<file path="src/rtl/shift_pkg.sv">
// Shared types and helpers for the pipelined barrel shifter: opcode enum,
// opcode classification and a width-generic bit reversal.
package shift_pkg;

    typedef enum logic [2:0] {
        SLL = 3'b000,
        SRL = 3'b001,
        SRA = 3'b010,
        ROL = 3'b011,
        ROR = 3'b100
    } shift_op_e;

    localparam int DEF_WIDTH = 32;
    localparam int AMT_W     = $clog2(DEF_WIDTH);

    function automatic logic is_legal_op(input shift_op_e op);
        return (op <= ROR);
    endfunction

    // Left operations run through the right-shift core on bit-reversed data.
    function automatic logic is_left_op(input shift_op_e op);
        return (op == SLL) || (op == ROL);
    endfunction

    // Reverses the low w bits of x; bits at w and above come back as zero.
    function automatic logic [63:0] bit_rev(input logic [63:0] x, input int unsigned w);
        logic [63:0] r;
        for (int i = 0; i < 64; i++) begin
            r[i] = x[63-i];
        end
        return r >> (64 - w);
    endfunction

endpackage

</file>
<file path="src/rtl/shift_pipe_if.sv">
// Valid/ready operand and result bus of shift_pipe; slave is the shifter side.
interface shift_pipe_if #(
    parameter int WIDTH = 32,
    parameter int TAG_W = 5
);
    import shift_pkg::*;

    localparam int AW = $clog2(WIDTH);

    logic             i_valid;
    logic             o_ready;
    logic [WIDTH-1:0] i_data;
    logic [AW-1:0]    i_amount;
    shift_op_e        i_op;
    logic [TAG_W-1:0] i_tag;

    logic             o_valid;
    logic             i_ready;
    logic [WIDTH-1:0] o_result;
    logic [TAG_W-1:0] o_tag;
    logic             o_illegal;

    modport slave (
        input  i_valid, i_data, i_amount, i_op, i_tag, i_ready,
        output o_ready, o_valid, o_result, o_tag, o_illegal
    );

    modport master (
        output i_valid, i_data, i_amount, i_op, i_tag, i_ready,
        input  o_ready, o_valid, o_result, o_tag, o_illegal
    );

endinterface

</file>
<file path="src/rtl/shift_stage.sv">
// One pipeline stage: NUM_LVL right-shift mux levels starting at FIRST_LVL,
// followed by the stage register with its valid/advance control.
module shift_stage
    import shift_pkg::*;
#(
    parameter int WIDTH     = 32,
    parameter int AMT_W     = 5,
    parameter int TAG_W     = 5,
    parameter int FIRST_LVL = 0,
    parameter int NUM_LVL   = 1
) (
    input  logic             i_clk,
    input  logic             i_rst_n,
    input  logic             i_valid,
    input  logic [WIDTH-1:0] i_data,
    input  logic [AMT_W-1:0] i_amount,
    input  shift_op_e        i_op,
    input  logic             i_sign,
    input  logic [TAG_W-1:0] i_tag,
    input  logic             i_adv_down,
    output logic             o_adv,
    output logic             o_valid,
    output logic [WIDTH-1:0] o_data,
    output logic [AMT_W-1:0] o_amount,
    output shift_op_e        o_op,
    output logic             o_sign,
    output logic [TAG_W-1:0] o_tag
);

    logic             r_valid;
    logic [WIDTH-1:0] r_data;
    logic [AMT_W-1:0] r_amount;
    shift_op_e        r_op;
    logic             r_sign;
    logic [TAG_W-1:0] r_tag;
    logic [WIDTH-1:0] w_final;

    genvar gi;
    for (gi = 0; gi < NUM_LVL; gi++) begin : g_lvl
        localparam int LVL = FIRST_LVL + gi;
        localparam int SH  = WIDTH >> (LVL + 1);

        logic [WIDTH-1:0] w_in;
        logic [WIDTH-1:0] w_out;
        logic [WIDTH-1:0] w_shr;
        logic [WIDTH-1:0] w_mask;
        logic [WIDTH-1:0] w_fill;

        if (gi == 0) begin : g_src
            assign w_in = i_data;
        end else begin : g_src
            assign w_in = g_lvl[gi-1].w_out;
        end

        assign w_shr  = w_in >> SH;
        assign w_mask = ~({WIDTH{1'b1}} >> SH);

        // Vacated top SH bits: sign copies for SRA, wrapped low bits for rotates.
        always_comb begin
            w_fill = '0;
            case (i_op)
                SRA:      w_fill = w_mask & {WIDTH{i_sign}};
                ROL, ROR: w_fill = w_in << (WIDTH - SH);
                default:  w_fill = '0;
            endcase
        end

        assign w_out = i_amount[AMT_W-1-LVL] ? (w_shr | w_fill) : w_in;
    end

    assign w_final = g_lvl[NUM_LVL-1].w_out;

    // An empty stage always loads, which collapses bubbles under a stall.
    assign o_adv = !r_valid || i_adv_down;

    always_ff @(posedge i_clk or negedge i_rst_n) begin
        if (!i_rst_n) begin
            r_valid  <= 1'b0;
            r_data   <= '0;
            r_amount <= '0;
            r_op     <= SLL;
            r_sign   <= 1'b0;
            r_tag    <= '0;
        end else if (o_adv) begin
            r_valid  <= i_valid;
            r_data   <= w_final;
            r_amount <= i_amount;
            r_op     <= i_op;
            r_sign   <= i_sign;
            r_tag    <= i_tag;
        end
    end

    assign o_valid  = r_valid;
    assign o_data   = r_data;
    assign o_amount = r_amount;
    assign o_op     = r_op;
    assign o_sign   = r_sign;
    assign o_tag    = r_tag;

endmodule

</file>
<file path="src/rtl/shift_pipe.sv">
// Pipelined barrel shifter (SLL/SRL/SRA/ROL/ROR) built on one right-shift core,
// with log2(WIDTH) mux levels spread over PIPE_STAGES valid/ready stages.
module shift_pipe
    import shift_pkg::*;
#(
    parameter int WIDTH       = 32,
    parameter int PIPE_STAGES = 2,
    parameter int TAG_W       = 5
) (
    input  logic         i_clk,
    input  logic         i_rst_n,
    shift_pipe_if.slave  bus
);

    localparam int L = $clog2(WIDTH);

    logic [63:0]      w_rev_in64;
    logic [WIDTH-1:0] w_entry_data;

    assign w_rev_in64   = bit_rev(64'(bus.i_data), WIDTH);
    assign w_entry_data = is_left_op(bus.i_op) ? w_rev_in64[WIDTH-1:0] : bus.i_data;

    genvar gi;
    for (gi = 0; gi < PIPE_STAGES; gi++) begin : g_stg
        // Level k lands in stage floor(k*PIPE_STAGES/L).
        localparam int FIRST = (gi * L + PIPE_STAGES - 1) / PIPE_STAGES;
        localparam int NEXT  = ((gi + 1) * L + PIPE_STAGES - 1) / PIPE_STAGES;

        logic             w_in_valid;
        logic [WIDTH-1:0] w_in_data;
        logic [L-1:0]     w_in_amount;
        shift_op_e        w_in_op;
        logic             w_in_sign;
        logic [TAG_W-1:0] w_in_tag;
        logic             w_adv_down;
        logic             w_adv;
        logic             w_valid;
        logic [WIDTH-1:0] w_data;
        logic [L-1:0]     w_amount;
        shift_op_e        w_op;
        logic             w_sign;
        logic [TAG_W-1:0] w_tag;

        if (gi == 0) begin : g_src
            assign w_in_valid  = bus.i_valid;
            assign w_in_data   = w_entry_data;
            assign w_in_amount = bus.i_amount;
            assign w_in_op     = bus.i_op;
            assign w_in_sign   = bus.i_data[WIDTH-1];
            assign w_in_tag    = bus.i_tag;
        end else begin : g_src
            assign w_in_valid  = g_stg[gi-1].w_valid;
            assign w_in_data   = g_stg[gi-1].w_data;
            assign w_in_amount = g_stg[gi-1].w_amount;
            assign w_in_op     = g_stg[gi-1].w_op;
            assign w_in_sign   = g_stg[gi-1].w_sign;
            assign w_in_tag    = g_stg[gi-1].w_tag;
        end

        if (gi == PIPE_STAGES - 1) begin : g_dst
            assign w_adv_down = bus.i_ready;
        end else begin : g_dst
            assign w_adv_down = g_stg[gi+1].w_adv;
        end

        shift_stage #(
            .WIDTH     (WIDTH),
            .AMT_W     (L),
            .TAG_W     (TAG_W),
            .FIRST_LVL (FIRST),
            .NUM_LVL   (NEXT - FIRST)
        ) u_stage (
            .i_clk      (i_clk),
            .i_rst_n    (i_rst_n),
            .i_valid    (w_in_valid),
            .i_data     (w_in_data),
            .i_amount   (w_in_amount),
            .i_op       (w_in_op),
            .i_sign     (w_in_sign),
            .i_tag      (w_in_tag),
            .i_adv_down (w_adv_down),
            .o_adv      (w_adv),
            .o_valid    (w_valid),
            .o_data     (w_data),
            .o_amount   (w_amount),
            .o_op       (w_op),
            .o_sign     (w_sign),
            .o_tag      (w_tag)
        );
    end

    shift_op_e        w_last_op;
    logic [WIDTH-1:0] w_last_data;
    logic [63:0]      w_rev_out64;
    logic             w_last_legal;
    logic             w_unused_tail;

    assign w_last_op     = g_stg[PIPE_STAGES-1].w_op;
    assign w_last_data   = g_stg[PIPE_STAGES-1].w_data;
    assign w_last_legal  = is_legal_op(w_last_op);
    assign w_rev_out64   = bit_rev(64'(w_last_data), WIDTH);
    assign w_unused_tail = ^{g_stg[PIPE_STAGES-1].w_amount, g_stg[PIPE_STAGES-1].w_sign};

    assign bus.o_ready   = g_stg[0].w_adv;
    assign bus.o_valid   = g_stg[PIPE_STAGES-1].w_valid;
    assign bus.o_tag     = g_stg[PIPE_STAGES-1].w_tag;
    assign bus.o_illegal = g_stg[PIPE_STAGES-1].w_valid && !w_last_legal;
    assign bus.o_result  = !w_last_legal          ? '0 :
                           is_left_op(w_last_op)  ? w_rev_out64[WIDTH-1:0] :
                                                    w_last_data;

endmodule

</file>
<file path="src/flat_wrapper.sv">
// flat-port wrapper written by rule: the top's interface ports become plain ports
module shift_pipe_flat import shift_pkg::*;
#(
    parameter int WIDTH       = 32,
    parameter int PIPE_STAGES = 2,
    parameter int TAG_W       = 5
)
  (i_clk, i_rst_n, bus_i_valid, bus_i_data, bus_i_amount, bus_i_op, bus_i_tag, bus_i_ready, bus_o_ready, bus_o_valid, bus_o_result, bus_o_tag, bus_o_illegal);
  shift_pipe_if #(.WIDTH(WIDTH), .TAG_W(TAG_W)) bus_i ();
  input  logic i_clk;
  input  logic i_rst_n;
  input wire logic [$bits(bus_i.i_valid)-1:0] bus_i_valid;
  input wire logic [$bits(bus_i.i_data)-1:0] bus_i_data;
  input wire logic [$bits(bus_i.i_amount)-1:0] bus_i_amount;
  input wire logic [$bits(bus_i.i_op)-1:0] bus_i_op;
  input wire logic [$bits(bus_i.i_tag)-1:0] bus_i_tag;
  input wire logic [$bits(bus_i.i_ready)-1:0] bus_i_ready;
  output wire logic [$bits(bus_i.o_ready)-1:0] bus_o_ready;
  output wire logic [$bits(bus_i.o_valid)-1:0] bus_o_valid;
  output wire logic [$bits(bus_i.o_result)-1:0] bus_o_result;
  output wire logic [$bits(bus_i.o_tag)-1:0] bus_o_tag;
  output wire logic [$bits(bus_i.o_illegal)-1:0] bus_o_illegal;
  assign bus_i.i_valid = bus_i_valid;
  assign bus_i.i_data = bus_i_data;
  assign bus_i.i_amount = bus_i_amount;
  assign bus_i.i_op = bus_i_op;
  assign bus_i.i_tag = bus_i_tag;
  assign bus_i.i_ready = bus_i_ready;
  assign bus_o_ready = bus_i.o_ready;
  assign bus_o_valid = bus_i.o_valid;
  assign bus_o_result = bus_i.o_result;
  assign bus_o_tag = bus_i.o_tag;
  assign bus_o_illegal = bus_i.o_illegal;
  shift_pipe #(.WIDTH(WIDTH), .PIPE_STAGES(PIPE_STAGES), .TAG_W(TAG_W)) u_core (.i_clk(i_clk), .i_rst_n(i_rst_n), .bus(bus_i));
endmodule
</file>
<file path="config.mk">
export PLATFORM = sky130hd
export DESIGN_NAME = shift_pipe_flat
export DESIGN_NICKNAME = d
export VERILOG_FILES = /design/src/rtl/shift_pkg.sv /design/src/rtl/shift_pipe_if.sv /design/src/rtl/shift_stage.sv /design/src/rtl/shift_pipe.sv /design/src/flat_wrapper.sv
export SDC_FILE = /design/constraint.sdc
export NUM_CORES = 1
export LEC_CHECK = 0
export ABC_CLOCK_PERIOD_IN_PS = 4000
export BUFFER_PORTS_ARGS = -buffer_cell sky130_fd_sc_hd__buf_2
export CORE_AREA = 2 2 159 161
export DETAILED_ROUTE_END_ITERATION = 10
export DIE_AREA = 0 0 161 163
export PLACE_DENSITY = 0.48
export SLEW_MARGIN = 20
export SYNTH_ARGS = -nofsm -noshare
export SYNTH_HDL_FRONTEND = slang
export SYNTH_HIERARCHICAL = 1
export SYNTH_SLANG_ARGS = --single-unit
</file>
<file path="constraint.sdc">
create_clock -name i_clk -period 4 [get_ports i_clk]
set_clock_uncertainty 0.15 [all_clocks]
set_input_delay 0.4 -clock i_clk [delete_from_list [all_inputs] [get_ports i_clk]]
set_output_delay 0.4 -clock i_clk [all_outputs]
set_load 0.01 [all_outputs]
</file>
==> results of run 1 <==
==> area by class of cell <==
class | instances | area [um^2] | area share
well taps | 330 | 413 | 0.0533
inverters | 15 | 56.3 | 0.00727
clock inverters | 2 | 35.0 | 0.00453
flip-flops and latches | 85 | 2130 | 0.275
repair buffers | 101 | 541 | 0.0698
clock buffers | 12 | 246 | 0.0318
multi-input cells | 633 | 4320 | 0.558
==> per-layer routing <==
metal / global-route usage / share of wire / wire [um] / up-vias
met4: 0.0450 / 0.016 / 308 / 0
li1: - / - / - / 2994
met2: 0.223 / 0.42 / 8160 / 171
met1: 0.227 / 0.52 / 10100 / 2815
met3: 0.0199 / 0.047 / 916 / 24
met5: 0 / 0 / 0 / -
==> power groups by stage <==
stage | registers [mW] | logic, mW | clock network [mW]
after floorplan | 1.14 | 0.983 | 0
after global placement | 1.21 | 1.28 | 0
after detailed placement | 1.21 | 1.29 | 0
after CTS | 1.20 | 1.30 | 0.833
after global routing | 1.22 | 1.45 | 0.859
final | 1.20 | 1.29 | 0.803
==> sequential cells by signal, summed over array words and instances, names as in the netlist <==
| name | flops |
|---|---|
| u_core/g_stg.u_stage/o_tag | 10 |
| u_core/g_stg.u_stage/o_valid | 2 |
| u_core/g_stg.u_stage/o_data | 64 |
| u_core/g_stg.u_stage/o_op | 6 |
| u_core/g_stg.u_stage/o_amount | 2 |
| u_core/g_stg.u_stage/o_sign | 1 |
==> critical path, delay by kind of cell <==
family / cells / cell delay (ns)
simple gates: 1 / 0.10
compound gates: 4 / 0.89
xor+xnor: 1 / 0.20
buf+inv: 2 / 0.85
mux: 2 / 0.67
==> how the worst max path moves through the flow <==
stage	start	cells after the start	endpoint	slack, ns
3_5_place_dp	bus_i_op[0]	10	u_core/g_stg[0].u_stage/o_data[14]	0.62
5_1_grt	bus_i_op[0]	10	u_core/g_stg[0].u_stage/o_data[14]	0.69
6_report	bus_i_op[0]	10	u_core/g_stg[0].u_stage/o_data[14]	0.93
2_1_floorplan	u_core/g_stg[1].u_stage/o_valid	9	bus_o_ready	1.66
4_1_cts	bus_i_op[0]	10	u_core/g_stg[0].u_stage/o_data[14]	0.98
3_3_place_gp	bus_i_op[0]	10	u_core/g_stg[0].u_stage/o_data[14]	0.65
==> cells in the final DEF (no fill, tap or decap), types with 13 or more instances in the layout <==
cell type	n
mux2i_1	102
a21oi_1	45
a21o_1	34
dfrtp_1	85
buf_2	87
inv_1	13
mux2_2	46
nand2_1	157
o22ai_1	41
buf_4	14
nor2_1	63
==> per-stage QoR <==
stage	util	hold slack [ns]	area (um^2)
after global placement	0.302	0.299	7460
final	0.314	-0.00000300	7740
after floorplan	-	-0.0456	6930
after CTS	0.314	0.0371	7740
after detailed placement	0.302	0.301	7460
after global routing	0.314	0.0772	7740
==> results by group, run 1 <==
Status
  • Outcome: finished with violations
  • Failing checks: negative hold slack

Power
  • Seq pwr share: 0.363
  • P per Cell Area: between 400 and 500 nW/um^2
  • Clock power share: 0.244
  • Switching portion of total power: 0.368
  • Int Pwr: 2.08 mW
  • NetSw: roughly 1.2 mW
  • Worst vdd ir: 0.202 mV
  • Overall Power: 3.29 mW
  • Proportion of power drawn by combinational gates: 0.393
  • P_leak: 3.66 nW

Timing
  • Period minus WS final: 3.07 ns
  • Setup_tns: 0 ns
  • Slew Limit Headroom: 0.331
  • Max Freq: ~330 MHz
  • Final Slew Violations: 0
  • Setup violators final: 0
  • Worst Tran Pin Value: 1.00 ns
  • RSZ-0062 raised after global routing: no
  • Setup ws final: 0.935 ns
  • Final Hold Vio Count: 1
  • Final period utilization: 0.766
  • Hold WS: -0.00000300 ns

Critical path
  • CP Cell Sequence: buf_2 -> xor2_1 -> nor2_4 -> buf_4 -> mux2_2 -> mux2i_1 -> o22ai_1 -> a221oi_1 -> o22ai_1 -> a21o_1
  • Worst EP required: 4.08 ns
  • CP most frequent cell: o22ai_1
  • CP max-delay cell: buf_2
  • RR Endpoint: u_core/g_stg[0].u_stage/o_data[24]
  • Worst Reg2Reg Path Length in Cells: 6
  • Crit path DAT: 3.14 ns
  • Startpoint Class: primary input
  • Max incr delay on CP: 0.49 ns
  • Setup CP Type: in2reg
  • Worst-path fanout max: 32
  • Reg-to-Reg Start: u_core/g_stg[1].u_stage/o_valid
  • R2R setup slack: 1.88 ns
  • CP endpoint kind: flop

Cells and area
  • N_diodes: 0
  • Area delta synth->final: 11.7%
  • Fill cell count: 2,687
  • Fin cells: 1,178
  • Layout cell share with drive strength beyond 1: 0.222
  • Layout Nets: slightly below 900

Clock network
  • Post-CTS setup buffers: 0
  • H-tree levels: 3
  • Worst-Skew Late Latency: 0.33 ns
  • Cts bufs inserted: 9
  • TritonCTS Sinks: 85
  • CTS Root Cell: clkbuf_16
  • Max clock buf depth: 2
  • CTS resizes: 0
  • Clock tree from TritonCTS: done
  • Clk pin slew, worst setup/hold paths: ~0.060 ns
  • Post-CTS Hold Buffers: 0

Min path
  • Worst min path class: in2async

Die
  • FP Rows: 58
  • Ports: 89
  • Die Y: ~160 um
  • Core region area: between 20,000 and 25,000 um^2
  • Die W: 161 um
  • Die Area: about 26,000 um^2
  • Starting density of the core: 0.281

Global routing
  • Largest net degree at the start of global routing: 65
  • Initial antenna violation count: 0
  • First-pass GRT wire length: 31,900 um
  • GRT Resource Usage Total: 0.151
  • Vias in the first global route: roughly 5,700
  • Grt ovf: 0

Detailed routing
  • DR WL/cell: 16.6 um
  • DR vias/cell: 5.10
  • DR pass1 iterations: 6
  • Via count: 6,004
  • DRT iter0 DRCs: 487
  • Routed Antenna Nets: 0
  • DR DRC count: 0
  • Final wirelength: just under 20,000 um

Placement
  • Placed insts: 1,164
  • HPWL after DPL: roughly 14,000 um
  • Placer Congestion: 0.826
  • Buffers on Ports: 88
  • Setup WS pre-CTS: 0.616 ns

Synthesis
  • Mapped Avg Cell Area: 8.62 um^2
  • Synthesis Warnings: 6
  • Post-synth net total: between 800 and 900
  • Synth Instances: 804
  • Synthesized cell area: roughly 7000 um^2

Flow run
  • Max-cap violation count: 0
(Power assumes the default switching activity.)
==> run 2: changes to the inputs <==
- ABC_CLOCK_PERIOD_IN_PS: 4000 -> 2800
- PLACE_DENSITY: 0.48 -> 0.5
- clock period: 4 -> 2.8 ns (I/O delays scaled with it)
==> results by group, run 2 (synthesis results as in run 1) <==
Status
  • Outcome: finished clean

Clock network
  • Cts bufs inserted: 9
  • Post-CTS setup buffers: 0
  • TritonCTS Sinks: 85
  • Clock tree from TritonCTS: done
  • Max clock buf depth: 2
  • CTS Root Cell: clkbuf_16
  • H-tree levels: 3
  • Clk pin slew, worst setup/hold paths: 0.06 ns
  • Worst-Skew Late Latency: 0.34 ns

Cells and area
  • N_diodes: 0
  • Commonest cells after routing, fill and taps aside: nand2_1, mux2i_1, buf_2
  • Post-route cell area: between 8000 and 9000 um^2
  • Area delta synth->final: 15.6%
  • Most common cell after layout, fill and taps aside: nand2_1
  • Max reg flops: 64
  • Layout cell share with drive strength beyond 1: 0.236
  • Layout Nets: between 900 and 1,000

Power
  • P_leak: between 3 and 4 nW
  • Seq pwr share: 0.350
  • Switching portion of total power: 0.363
  • Clock power share: 0.264
  • Proportion of power drawn by combinational gates: 0.386
  • P per Cell Area: 609 nW/um^2
  • NetSw: around 1.8 mW
  • Overall Power: 4.88 mW
  • Worst vdd ir: 0.303 mV
  • Int Pwr: 3.11 mW

Global routing
  • First-pass GRT wire length: 31,100 um
  • Grt ovf: 0
  • Initial antenna violation count: 1
  • GRT Resource Usage Total: 0.146
  • Largest net degree at the start of global routing: 49
  • Vias in the first global route: 5,511

Detailed routing
  • Routed Antenna Nets: 0
  • DR pass1 iterations: 5
  • DRT iter0 DRCs: 429
  • DR DRC count: 0
  • Via count: ~6,000
  • DR WL/cell: 16.0 um
  • Final wirelength: 19,300 um
  • DR vias/cell: 5.01

Min path
  • Worst min path class: in2reg
  • Hold Path End: u_core/g_stg[0].u_stage/o_amount[1]
  • Hold_sp: bus_i_amount[1]
  • Hold path depth: 3

Die
  • Core region area: 24,700 um^2
  • FP Rows: 58
  • Die Y: approximately 160 um
  • Ports: a little under 90
  • Starting density of the core: 0.281
  • Die Area: ~26,000 um^2
  • Die W: 161 um

Timing
  • Final period utilization: 0.926
  • Worst Tran Pin Value: between 1 and 1.5 ns
  • Final Slew Violations: 0
  • Setup violators final: 0
  • Slew Limit Headroom: 0.326
  • Final Hold Vio Count: 0
  • Max Freq: 386 MHz
  • Setup_tns: 0 ns
  • Hold WS: 0.00906 ns
  • RSZ-0062 raised after global routing: no
  • Period minus WS final: 2.59 ns

Critical path
  • CP startpoint: u_core/g_stg[1].u_stage/o_op[1]
  • Worst-path fanout max: 30
  • Worst EP required: 2.37 ns
  • CP endpoint kind: output pin
  • Worst Reg2Reg Path Length in Cells: 5
  • Startpoint Class: flop
  • R2R setup slack: 0.77 ns
  • Crit path DAT: between 2 and 2.5 ns
  • Setup CP Type: reg2out
  • RR Endpoint: u_core/g_stg[1].u_stage/o_data[27]
  • Reg-to-Reg Start: u_core/g_stg[1].u_stage/o_valid

Placement
  • Placer Congestion: 0.893
  • Placed instance area: roughly 7600 um^2
  • Buffers on Ports: 88
  • HPWL after DPL: 14,400 um

Flow run
  • Max-cap violation count: 0
## run 2: per-layer routing
layer,wire [um],track usage
met1,10200,0.226
met2,8020,0.214
met3,821,0.0171
met4,185,0.0345
met5,11,0
## run 2: worst max-delay path by stage
| stage | to | depth (start not counted) | slack [ns] |
|---|---|---|---|
| CTS | bus_o_result[4] | 4 | 0.22 |
| global placement | u_core/g_stg[0].u_stage/o_data[14] | 10 | 0.17 |
| global route | bus_o_result[4] | 4 | 0.09 |
| finish | bus_o_result[4] | 4 | 0.21 |
| floorplan | bus_o_ready | 9 | 0.58 |
| detailed placement | u_core/g_stg[0].u_stage/o_data[19] | 10 | 0.15 |
## run 2: what timing repair did
action / CTS / global route
resized for setup: 0 / 0
hold endpoints to repair: 43 / 0
hold buffers: 7 / 0
## run 2: layout make-up
cell class,count,area [um^2]
multi-input cells,633,4320
repair buffers,124,768
inverters,15,56.3
fillers,2643,16700
flip-flops and latches,85,2130
clock buffers,11,243
well taps,330,413
clock inverters,5,82.6
## run 2: metrics by stage
| stage | worst slack (ns) | util | instances |
|---|---|---|---|
| after floorplan | 0.583 | - | 804 |
| after global routing | 0.0928 | 0.325 | 1203 |
| after global placement | 0.167 | 0.309 | 1180 |
| after CTS | 0.224 | 0.325 | 1203 |
| after detailed placement | 0.150 | 0.309 | 1180 |
| final | 0.208 | 0.325 | 1203 |
## run 2: worst max-delay path, stage by stage, from the launching register on
cell and delay [ns]:
dfrtp_1 0.47, or2_1 0.82, o22ai_1 0.21, a21o_1 0.20, buf_2 0.13
## run 2: power by group through the flow
stage / logic [mW] / registers (mW) / clock network (mW)
floorplan: 1.40 / 1.63 / 0
global placement: 1.86 / 1.72 / 0
detailed placement: 1.87 / 1.73 / 0
CTS: 1.89 / 1.71 / 1.33
global route: 2.09 / 1.75 / 1.37
finish: 1.89 / 1.71 / 1.29
==> run 3: changes to the inputs <==
- CORE_AREA: 2 2 159 161 -> 2 2 170 172
- DIE_AREA: 0 0 161 163 -> 0 0 172 174
- PLACE_DENSITY: 0.5 -> 0.45
==> results by group, run 3 (synthesis results as in run 1) <==
Status
  • Outcome: finished clean

Global routing
  • Vias in the first global route: 5,632
  • Largest net degree at the start of global routing: 59
  • Grt ovf: 0
  • First-pass GRT wire length: 32,200 um
  • Initial antenna violation count: 1
  • GRT Resource Usage Total: 0.136

Detailed routing
  • DRT iter0 DRCs: 362
  • Via count: around 6,000
  • DR vias/cell: 4.76
  • Routed Antenna Nets: 0
  • DR pass1 iterations: 5
  • DR WL/cell: 16.0 um
  • DR DRC count: 0
  • Final wirelength: 20,100 um

Clock network
  • Clock tree from TritonCTS: done
  • Post-CTS setup buffers: 0
  • Max clock buf depth: 2
  • H-tree levels: 3
  • Worst-Skew Late Latency: 0.34 ns
  • TritonCTS Sinks: between 80 and 90
  • Post-CTS Hold Buffers: 8
  • CTS resizes: 0
  • CTS Root Cell: clkbuf_16
  • Cts bufs inserted: 9
  • Clk pin slew, worst setup/hold paths: 0.06 ns

Critical path
  • Worst Reg2Reg Path Length in Cells: 7
  • Worst-path fanout max: 32
  • Worst EP required: 2.88 ns
  • Startpoint Class: primary input
  • CP startpoint: bus_i_op[0]
  • RR Endpoint: u_core/g_stg[0].u_stage/o_data[14]
  • Reg-to-Reg Start: u_core/g_stg[1].u_stage/o_valid
  • Setup CP Type: in2reg
  • CP endpoint kind: flop
  • R2R setup slack: 0.63 ns
  • Worst Setup EP: u_core/g_stg[0].u_stage/o_data[14]
  • Crit path DAT: 2.39 ns

Placement
  • Placer Congestion: 0.825
  • HPWL after DPL: 15,000 um
  • Buffers on Ports: slightly below 90
  • Placed insts: between 1,000 and 1,500

Timing
  • Worst Tran Pin Value: 0.823 ns
  • Setup_tns: 0 ns
  • Slew Limit Headroom: 0.451
  • Setup violators final: 0
  • Period minus WS final: roughly 2.3 ns
  • Final Slew Violations: 0
  • Final Hold Vio Count: 0
  • RSZ-0062 raised after global routing: no
  • Max Freq: ~430 MHz
  • Final period utilization: 0.824

Power
  • Switching portion of total power: 0.369
  • Clock power share: 0.248
  • NetSw: 1.77 mW
  • Proportion of power drawn by combinational gates: 0.394
  • P_leak: 3.78 nW
  • P per Cell Area: 594 nW/um^2
  • Seq pwr share: 0.358
  • Int Pwr: 3.02 mW
  • Worst vdd ir: 0.289 mV

Cells and area
  • Commonest cells after routing, fill and taps aside: nand2_1, mux2i_1, buf_2
  • Fin cells: between 1,000 and 1,500
  • Fin util: 0.285
  • Most common cell after layout, fill and taps aside: nand2_1
  • Area delta synth->final: 16.3%
  • N_diodes: 0
  • Multi-input gate area: around 4300 um^2
  • Max reg flops: 64
  • FF/Latch Area: 2130 um^2
  • Layout cell share with drive strength beyond 1: 0.232
  • Fill cell count: 3,141
  • Layout Nets: 915

Flow run
  • Max-cap violation count: 0

Die
  • Die Area: 29,900 um^2
  • Starting density of the core: 0.245
  • Ports: 89
  • Core region area: 28,200 um^2
  • Die W: about 170 um
  • FP Rows: 62
  • Die Y: between 150 and 200 um

Min path
  • Worst min path class: in2reg
## run 3: cell count changes in the layout (fill, tap and decap cells not counted)
cell	previous run	this run
inv_6	1	0
bufinv_16	2	1
clkbuf_1	1	2
dlygate4sd3_1	7	8
clkinv_2	1	2
clkinvlp_4	0	1
buf_12	3	5
buf_4	27	22
clkinv_4	1	0
## run 3: metal layers
layer | wire [um] | global-route usage | share of wire | up-vias
met5 | 11 | 0 | 0.00055 | -
met4 | 208 | 0.0333 | 0.010 | 2
met3 | 929 | 0.0200 | 0.046 | 18
met2 | 8470 | 0.199 | 0.42 | 137
met1 | 10500 | 0.208 | 0.52 | 2785
li1 | - | - | - | 3031
## run 3: worst min path at each step
| stage | start | slack, ns | to | cells after the start |
|---|---|---|---|---|
| global placement | i_rst_n | 0.19 | u_core/g_stg[0].u_stage/o_tag[1] | 1 |
| floorplan | i_rst_n | -0.17 | u_core/g_stg[0].u_stage/o_amount[0] | 0 |
| CTS | bus_i_amount[1] | 0.0007 | u_core/g_stg[0].u_stage/o_amount[1] | 3 |
| detailed placement | i_rst_n | 0.19 | u_core/g_stg[0].u_stage/o_tag[1] | 1 |
| finish | bus_i_amount[1] | 0.01 | u_core/g_stg[0].u_stage/o_amount[1] | 3 |
| global route | bus_i_amount[1] | 0.03 | u_core/g_stg[0].u_stage/o_amount[1] | 3 |
## run 3: worst max-delay path, cell delays in order
cell and delay [ns]:
buf_2 0.11, xor2_1 0.19, nor2_4 0.12, buf_12 0.20
mux2_2 0.40, mux2i_1 0.24, o22ai_1 0.11, a221oi_1 0.39
o22ai_1 0.16, a21o_1 0.17
## run 3: final cells by class
| cell class | count | share of cell area |
|---|---|---|
| clock inverter | 4 | 0.00590 |
| inverter | 15 | 0.00699 |
| clock buffer | 12 | 0.0306 |
| multi-input combinational | 633 | 0.536 |
| tap | 384 | 0.0596 |
| sequential | 85 | 0.264 |
| timing repair buffer | 122 | 0.0969 |
## run 3: through the flow
step                      instance area (um^2)  setup slack, ns  hold slack (ns)  power (mW)
after floorplan                           6930            0.583           -0.166        3.04
after global placement                    7680            0.199            0.193        3.60
after detailed placement                  7680            0.168            0.192        3.62
after CTS                                 8060            0.446         0.000706        4.85
after global routing                      8060            0.363           0.0303        5.15
final                                     8060            0.493          0.00984        4.78
## run 3: power by group through the flow
stage	Clock (mW)	Combinational, mW	Sequential, mW
finish	1.19	1.88	1.71
global route	1.28	2.11	1.76
floorplan	0	1.40	1.63
global placement	0	1.87	1.73
CTS	1.23	1.90	1.72
detailed placement	0	1.88	1.74
